### config.mk
export PLATFORM = sky130hd
export DESIGN_NAME = seg_scan_decoder_flat
export DESIGN_NICKNAME = d
export VERILOG_FILES = /design/src/rtl/seg_pkg.sv /design/src/rtl/seg_scan_decoder_if.sv /design/src/rtl/seg_pattern_decode.sv /design/src/rtl/seg_scan_decoder.sv /design/src/flat_wrapper.sv
export SDC_FILE = /design/constraint.sdc
export NUM_CORES = 1
export LEC_CHECK = 0
export CAP_MARGIN = 15
export CORE_MARGIN = 5
export CORE_UTILIZATION = 55
export CTS_BUF_LIST = sky130_fd_sc_hd__clkbuf_4
export CTS_CLUSTER_SIZE = 16
export DETAILED_ROUTE_END_ITERATION = 8
export GPL_TIMING_DRIVEN = 0
export PLACE_DENSITY = 0.85
export SYNTH_ARGS = -nofsm -noshare
export SYNTH_HDL_FRONTEND = slang
export SYNTH_SLANG_ARGS = --single-unit
### constraint.sdc
create_clock -name clk -period 5.2 [get_ports clk]
set_clock_uncertainty 0.1 [all_clocks]
set_input_delay 1.3 -clock clk [delete_from_list [all_inputs] [get_ports clk]]
set_output_delay 1.3 -clock clk [all_outputs]
set_load 0.01 [all_outputs]
### src/rtl/seg_pkg.sv
// Segment bit positions, the shared hex glyph table and its inverse lookup,
// used by both the segment encoder and the scan decoder.
package seg_pkg;

  localparam int unsigned SEG_A  = 7;
  localparam int unsigned SEG_B  = 6;
  localparam int unsigned SEG_C  = 5;
  localparam int unsigned SEG_D  = 4;
  localparam int unsigned SEG_E  = 3;
  localparam int unsigned SEG_F  = 2;
  localparam int unsigned SEG_G  = 1;
  localparam int unsigned SEG_DP = 0;

  localparam logic [7:0] GLYPH_0 = 8'hFC;
  localparam logic [7:0] GLYPH_1 = 8'h60;
  localparam logic [7:0] GLYPH_2 = 8'hDA;
  localparam logic [7:0] GLYPH_3 = 8'hF2;
  localparam logic [7:0] GLYPH_4 = 8'h66;
  localparam logic [7:0] GLYPH_5 = 8'hB6;
  localparam logic [7:0] GLYPH_6 = 8'hBE;
  localparam logic [7:0] GLYPH_7 = 8'hE0;
  localparam logic [7:0] GLYPH_8 = 8'hFE;
  localparam logic [7:0] GLYPH_9 = 8'hF6;
  localparam logic [7:0] GLYPH_A = 8'hEE;
  localparam logic [7:0] GLYPH_B = 8'h3E;
  localparam logic [7:0] GLYPH_C = 8'h9C;
  localparam logic [7:0] GLYPH_D = 8'h7A;
  localparam logic [7:0] GLYPH_E = 8'h9E;
  localparam logic [7:0] GLYPH_F = 8'h8E;

  typedef enum logic [1:0] {
    ST_IDLE,
    ST_RUN,
    ST_HELD
  } run_state_e;

  // Returns {valid, nibble}; dp is ignored. Unknown patterns give {0, 4'h0}.
  function automatic logic [4:0] seg_decode(input logic [7:0] pat);
    logic [7:0] glyph;
    glyph = pat & 8'hFE;
    case (glyph)
      GLYPH_0: seg_decode = {1'b1, 4'h0};
      GLYPH_1: seg_decode = {1'b1, 4'h1};
      GLYPH_2: seg_decode = {1'b1, 4'h2};
      GLYPH_3: seg_decode = {1'b1, 4'h3};
      GLYPH_4: seg_decode = {1'b1, 4'h4};
      GLYPH_5: seg_decode = {1'b1, 4'h5};
      GLYPH_6: seg_decode = {1'b1, 4'h6};
      GLYPH_7: seg_decode = {1'b1, 4'h7};
      GLYPH_8: seg_decode = {1'b1, 4'h8};
      GLYPH_9: seg_decode = {1'b1, 4'h9};
      GLYPH_A: seg_decode = {1'b1, 4'hA};
      GLYPH_B: seg_decode = {1'b1, 4'hB};
      GLYPH_C: seg_decode = {1'b1, 4'hC};
      GLYPH_D: seg_decode = {1'b1, 4'hD};
      GLYPH_E: seg_decode = {1'b1, 4'hE};
      GLYPH_F: seg_decode = {1'b1, 4'hF};
      default: seg_decode = {1'b0, 4'h0};
    endcase
  endfunction

endpackage

### src/rtl/seg_scan_decoder_if.sv
// Multiplexed display bus plus the reconstructed-frame outputs of the scan decoder.
interface seg_scan_decoder_if #(
  parameter int unsigned N_DIGITS = 4
);
  logic [7:0]              seg_in;
  logic [N_DIGITS-1:0]     dig_sel;
  logic [4*N_DIGITS-1:0]   value;
  logic [N_DIGITS-1:0]     dp_out;
  logic [N_DIGITS-1:0]     err_out;
  logic                    frame_valid;
  logic                    sel_err;

  modport master (
    output seg_in, dig_sel,
    input  value, dp_out, err_out, frame_valid, sel_err
  );

  modport slave (
    input  seg_in, dig_sel,
    output value, dp_out, err_out, frame_valid, sel_err
  );
endinterface

### src/rtl/seg_pattern_decode.sv
// Combinational segment-pattern to nibble decode with dp extraction and illegal-glyph flag.
module seg_pattern_decode
  import seg_pkg::*;
(
  input  logic [7:0] pattern,
  output logic [3:0] nibble,
  output logic       dp,
  output logic       err
);

  logic [4:0] dec;

  always_comb begin
    dec    = seg_decode(pattern);
    nibble = dec[3:0];
    dp     = pattern[SEG_DP];
    err    = ~dec[4];
  end

endmodule

### src/rtl/seg_scan_decoder.sv
// Receives a multiplexed 7-segment bus, debounces each digit, and assembles
// complete multi-digit frames of hex nibbles, dp and illegal-glyph flags.
module seg_scan_decoder
  import seg_pkg::*;
#(
  parameter int unsigned N_DIGITS      = 4,
  parameter int unsigned STABLE_CYCLES = 4
) (
  input  logic              clk,
  input  logic              rst,
  seg_scan_decoder_if.slave bus
);

  localparam int unsigned CW = (STABLE_CYCLES < 2) ? 1 : $clog2(STABLE_CYCLES + 1);
  localparam int unsigned IW = (N_DIGITS < 2) ? 1 : $clog2(N_DIGITS);
  localparam logic [CW-1:0] CNT_MAX = CW'(STABLE_CYCLES);

  logic [7:0]                seg_q, seg_p;
  logic [N_DIGITS-1:0]       sel_q, sel_p;
  logic [CW-1:0]             cnt, cnt_n;
  run_state_e                state, state_n;
  logic                      accept;
  logic                      onehot, multi, same;
  logic [IW-1:0]             idx;
  logic [N_DIGITS-1:0]       seen, seen_n, acc_mask;
  logic                      load_q;
  logic [N_DIGITS-1:0][3:0]  shadow_nib;
  logic [N_DIGITS-1:0]       shadow_dp, shadow_err;
  logic [3:0]                dec_nib;
  logic                      dec_dp, dec_err;

  seg_pattern_decode u_dec (
    .pattern (seg_q),
    .nibble  (dec_nib),
    .dp      (dec_dp),
    .err     (dec_err)
  );

  always_comb begin
    onehot = (sel_q != '0) && ((sel_q & (sel_q - 1'b1)) == '0);
    multi  = (sel_q != '0) && !onehot;
    same   = (sel_q == sel_p) && (seg_q == seg_p);
    idx    = '0;
    for (int unsigned i = 0; i < N_DIGITS; i++) begin
      if (sel_q[i]) idx = IW'(i);
    end
  end

  // ST_HELD marks a run that already reached the count; it blocks re-accept until the run breaks.
  always_comb begin
    state_n = state;
    cnt_n   = cnt;
    accept  = 1'b0;
    if (!onehot) begin
      state_n = ST_IDLE;
      cnt_n   = '0;
    end else if (same && state != ST_IDLE) begin
      if (state == ST_RUN) begin
        if (cnt == CNT_MAX - 1'b1) begin
          cnt_n   = CNT_MAX;
          state_n = ST_HELD;
          accept  = 1'b1;
        end else begin
          cnt_n = cnt + 1'b1;
        end
      end
    end else begin
      cnt_n = CW'(1);
      if (STABLE_CYCLES == 1) begin
        state_n = ST_HELD;
        accept  = 1'b1;
      end else begin
        state_n = ST_RUN;
      end
    end
  end

  always_comb begin
    acc_mask = accept ? sel_q : '0;
    seen_n   = seen | acc_mask;
  end

  always_ff @(posedge clk) begin
    if (rst) begin
      seg_q       <= '0;
      sel_q       <= '0;
      seg_p       <= '0;
      sel_p       <= '0;
      state       <= ST_IDLE;
      cnt         <= '0;
      seen        <= '0;
      load_q      <= 1'b0;
      shadow_nib  <= '0;
      shadow_dp   <= '0;
      shadow_err  <= '0;
      bus.value       <= '0;
      bus.dp_out      <= '0;
      bus.err_out     <= '0;
      bus.frame_valid <= 1'b0;
      bus.sel_err     <= 1'b0;
    end else begin
      seg_q <= bus.seg_in;
      sel_q <= bus.dig_sel;
      seg_p <= seg_q;
      sel_p <= sel_q;
      state <= state_n;
      cnt   <= cnt_n;
      bus.sel_err <= multi;

      if (accept) begin
        shadow_nib[idx] <= dec_nib;
        shadow_dp[idx]  <= dec_dp;
        shadow_err[idx] <= dec_err;
      end

      // Completion is latched here and loaded next edge, after the final accept lands in shadow.
      if (accept && (&seen_n)) begin
        seen   <= '0;
        load_q <= 1'b1;
      end else begin
        seen   <= seen_n;
        load_q <= 1'b0;
      end

      bus.frame_valid <= load_q;
      if (load_q) begin
        bus.value   <= shadow_nib;
        bus.dp_out  <= shadow_dp;
        bus.err_out <= shadow_err;
      end
    end
  end

endmodule

### src/flat_wrapper.sv
// flat-port wrapper written by rule: the top's interface ports become plain ports
module seg_scan_decoder_flat import seg_pkg::*;
#(
  parameter int unsigned N_DIGITS      = 4,
  parameter int unsigned STABLE_CYCLES = 4
)
  (clk, rst, bus_seg_in, bus_dig_sel, bus_value, bus_dp_out, bus_err_out, bus_frame_valid, bus_sel_err);
  seg_scan_decoder_if #(.N_DIGITS(N_DIGITS)) bus_i ();
  input  logic clk;
  input  logic rst;
  input wire logic [$bits(bus_i.seg_in)-1:0] bus_seg_in;
  input wire logic [$bits(bus_i.dig_sel)-1:0] bus_dig_sel;
  output wire logic [$bits(bus_i.value)-1:0] bus_value;
  output wire logic [$bits(bus_i.dp_out)-1:0] bus_dp_out;
  output wire logic [$bits(bus_i.err_out)-1:0] bus_err_out;
  output wire logic [$bits(bus_i.frame_valid)-1:0] bus_frame_valid;
  output wire logic [$bits(bus_i.sel_err)-1:0] bus_sel_err;
  assign bus_i.seg_in = bus_seg_in;
  assign bus_i.dig_sel = bus_dig_sel;
  assign bus_value = bus_i.value;
  assign bus_dp_out = bus_i.dp_out;
  assign bus_err_out = bus_i.err_out;
  assign bus_frame_valid = bus_i.frame_valid;
  assign bus_sel_err = bus_i.sel_err;
  seg_scan_decoder #(.N_DIGITS(N_DIGITS), .STABLE_CYCLES(STABLE_CYCLES)) u_core (.clk(clk), .rst(rst), .bus(bus_i));
endmodule
==> impl_results.rst, run 1 <==
.. list-table::
   :header-rows: 1

   * - Metric
     - Value
   * - Outcome
     - complete, no violations
   * - Gate family responsible for the most delay along the worst path
     - buffers and inverters
   * - VDD IR max
     - 0.171 mV
   * - Number of H-tree levels
     - 3
   * - Worst Path Class, Setup
     - reg2out
   * - Critical Path Sink Type
     - output pin
   * - Routed wirelength normalized by instance count
     - 14.6 µm
   * - Clock-pin transition on the worst setup and hold timing paths
     - 160 ps
   * - Crit path max fanout
     - 2
   * - Top area cells in the synthesized netlist
     - sky130_fd_sc_hd__dfxtp_1, sky130_fd_sc_hd__mux2i_1, sky130_fd_sc_hd__nor2b_1, sky130_fd_sc_hd__nor2_1, sky130_fd_sc_hd__nand2_1
   * - Finish-stage setup viols
     - 0
   * - Number of unique standard cell types used by synthesis
     - 48
   * - Largest net degree at the start of global routing
     - 18
   * - Worst reg2reg setup slack
     - 2770 ps
   * - Hold Path Class
     - reg2reg
   * - Number of nets in the finished design
     - 432
   * - Stage delay of the slowest cell on the critical path
     - 540 ps
   * - Ratio of cells with drive above 1 in the final layout
     - 7.36%
   * - Total Negative Setup Slacks
     - 0 ps
   * - Max-capacitance violation count
     - 0
   * - Warnings, synthesis
     - 0
   * - Synth Net Count
     - 382
   * - Rows
     - 29
   * - Floorplan Core Area
     - 0.00628 mm²
   * - Share of synthesized flip-flops with an asynchronous set or reset
     - 0%
   * - First-pass GRT wire length
     - 12000 µm
   * - Synthesized instance count
     - 366
   * - Cells on Worst Hold Path
     - 2
   * - Total number of vias
     - 2779
   * - First drt pass iteration count
     - 5
   * - DR vias/cell
     - 5.58
   * - Worst reg2reg path depth
     - 7
   * - Part of the Yosys area used for sequential elements
     - 48.2%
   * - Chip height
     - 89.7 µm
   * - Post-synthesis cell area
     - 0.00349 mm²
   * - # Post-CTS Setup Buffers
     - 0
   * - Total buffers and inverters traversed by the critical path
     - 1
   * - Total count of hold-check failures in the final report
     - 0
   * - Fmax
     - 0.362 GHz
   * - Largest area contributor in the netlist
     - sky130_fd_sc_hd__dfxtp_1
   * - Die footprint
     - 0.00804 mm²
   * - Ordered cell list for the critical path
     - clkdlybuf4s50_1
   * - Number of max-slew violations in the final report
     - 0
   * - DRT antenna net count
     - 0
   * - Instance count after placement with tap cells included
     - 482
   * - Post-route minimum period
     - 2760 ps
   * - Worst path required time
     - 3800 ps
   * - Final standard cell count with taps included and fillers excluded
     - 498
   * - Aggregate routed wire length
     - 7260 µm
   * - Kind of start point of the critical path
     - register
   * - Starting Density
     - 55.6%
   * - All-Layer GR Usage
     - 19.4%
   * - Ratio of final minimum period to clock period
     - 53.1%
   * - Unrepaired setup endpoints after global routing
     - no
   * - DP Wirelength
     - 5260 µm
   * - Average instance area after synthesis
     - 9.54 µm²
   * - Count of buffers inserted at the top-level ports
     - 39
   * - Power per cell area
     - 269 mW/mm²
   * - Share of the synthesized area in the top cell type
     - 48.2%
   * - Clock insertion delay at the later pin of the skew report
     - 430 ps
   * - Arrival @ worst endpoint
     - 1360 ps
   * - EDFF count, synth
     - 0
   * - Root buffer cell
     - sky130_fd_sc_hd__clkbuf_4
   * - Library cell contributing the largest single delay on the critical path
     - sky130_fd_sc_hd__clkdlybuf4s50_1
   * - Clock net sink count
     - 84
   * - I/O Pins
     - 40
   * - Antenna violations before repair
     - 0
   * - Most frequently used flop master after synthesis
     - sky130_fd_sc_hd__dfxtp_1
   * - Via count of the first global-routing pass
     - 2579
   * - Number of clock buffers inserted by TritonCTS
     - 9
   * - GP Congestion
     - 0.802
   * - CTS Hold Buffers Added
     - 0
   * - Post_cts resized
     - 0
   * - Transition time at the pin with the least slew margin
     - 741 ps
   * - Initial DRC count
     - 240
   * - Leakage Power
     - 0.00150 µW
   * - CTS tree
     - done
   * - Width of the chip
     - 89.7 µm
   * - Slew Limit Headroom
     - 50.0%
   * - Path length in cells of the critical path
     - 1
   * - Number of antenna repair diodes
     - 0
   * - Total DRC errors in the routed layout
     - 0
   * - Overflow left after global routing
     - 0
   * - Area overhead of the layout relative to synthesis
     - 17.9%
   * - Synthesized flop and latch total
     - 84
   * - Deepest clock path buffer count
     - 2
==> cell usage in the layout (no fill, tap or decap), drive strengths merged, types with 2 or more instances in the layout <==
cell / n
nor3: 8
mux2i: 43
and4: 2
nor2: 41
nand2: 28
ha: 2
inv: 10
or3b: 4
clkbuf: 26
clkdlybuf4s50: 39
o22ai: 2
nor4: 8
nand3: 11
nand4: 4
clkinvlp: 3
o211ai: 2
o21ai: 13
xor2: 13
dfxtp: 84
buf: 9
or3: 2
nor2b: 28
o32ai: 2
or4b: 4
a21oi: 10
nand3b: 5
a211oi: 2
==> worst paths after layout <==
path                                     startpoint                           endpoint
hold / removal            u_core.seen[2]$_SDFF_PP0_          u_core.seen[2]$_SDFF_PP0_
setup reg to reg         u_core.seg_q[4]$_SDFF_PP0_  u_core.shadow_nib[1]$_SDFFE_PP0P_
hold reg to reg           u_core.seen[2]$_SDFF_PP0_          u_core.seen[2]$_SDFF_PP0_
setup / recovery  u_core.bus.value[11]$_SDFFE_PP0P_                      bus_value[11]
==> synthesized netlist by cell type, drive strengths merged (2+ instances only) <==
cell / instances
a21oi: 10
o21ai: 13
or3b: 4
o22ai: 2
a211oi: 2
buf: 9
nor2b: 28
nand3: 11
inv: 7
dfxtp: 84
nand2: 28
ha: 2
nor4: 8
nand4: 4
mux2i: 43
clkbuf: 17
nand3b: 5
and4: 2
nor3: 8
or3: 2
nor2: 41
o32ai: 2
or4b: 4
xor2: 13
o211ai: 2
==> cell type report <==
class / count / area, µm²
repair buffers: 39 / 390
fillers: 527 / 2160
well taps: 77 / 96.3
clock buffers: 9 / 67.6
plain buffers: 26 / 126
clock inverters: 7 / 70.1
flip-flops and latches: 84 / 1680
multi-input cells: 249 / 1660
inverters: 7 / 26.3
==> state kept, by name, summed over array words and instances, names as in the netlist, 2 cells and up <==
signal and count:
u_core.sel_q 4, u_core.bus.err_out 4, u_core.seg_q 8, u_core.bus.dp_out 4, u_core.shadow_err 4, u_core.seen 4
u_core.state 2, u_core.seg_p 8, u_core.sel_p 4, u_core.bus.value 16, u_core.shadow_nib 16, u_core.cnt 3
u_core.shadow_dp 4
==> cells by family after synthesis <==
| kind of cell | after synthesis | share of synthesized area [%] |
|---|---|---|
| compound gates | 38 | 6.88 |
| xor+xnor | 14 | 3.73 |
| fa+ha+maj | 2 | 0.717 |
| buf+inv | 33 | 4.37 |
| flops | 84 | 48.2 |
| mux | 44 | 12.7 |
| simple gates | 151 | 23.5 |
==> stage by stage <==
| step | util (%) | power, µW | setup slack, ps | area [µm²] | hold slack (ps) |
|---|---|---|---|---|---|
| CTS | 65.6 | 1120 | 2420 | 4120 | 378 |
| floorplan | - | 735 | 3030 | 3490 | 334 |
| global placement | 63.4 | 760 | 2000 | 3980 | 346 |
| global route | 65.6 | 1160 | 2360 | 4120 | 398 |
| detailed placement | 63.4 | 763 | 2030 | 3980 | 358 |
| finish | 65.6 | 1110 | 2440 | 4120 | 375 |
==> per-layer routing <==
metal  track usage (%)  up-vias  wire length (µm)
li1                  -     1361                 -
met1              24.4     1299              3080
met2              32.6      101              3630
met3              4.20       18               423
met4              6.90        0               116
met5                 0        -                 0
==> report_power, final <==
group	internal [µW]	switching [µW]
sequential	654	6.91
combinational	36.3	51.8
clock	110	248
total	801	306
Note: power is estimated with default switching activity, not from simulation.
==> inputs of run 2 (changes only) <==
==> constraint.sdc (replaced) <==
create_clock -name clk -period 2.85 [get_ports clk]
set_clock_uncertainty 0.1 [all_clocks]
set_input_delay 0.7125 -clock clk [delete_from_list [all_inputs] [get_ports clk]]
set_output_delay 0.7125 -clock clk [all_outputs]
set_load 0.01 [all_outputs]
==> results of run 2 <==
The final DEF is identical to that of run 1. Status: complete, no violations.
Among the figures that moved: setup slack after placement 2030 ps -> 271 ps; clock-pin slew on the worst setup and hold paths 160 ps -> 140 ps; setup slack after layout 2440 ps -> 425 ps; start point of the critical path u_core.bus.value[11]$_SDFFE_PP0P_ -> u_core.seg_q[4]$_SDFF_PP0_; end point of the critical path bus_value[11] -> u_core.shadow_nib[1]$_SDFFE_PP0P_; register-to-register setup slack 2770 ps -> 420 ps; total power 1110 µW -> 2020 µW; worst IR drop on VDD 0.171 mV -> 0.312 mV
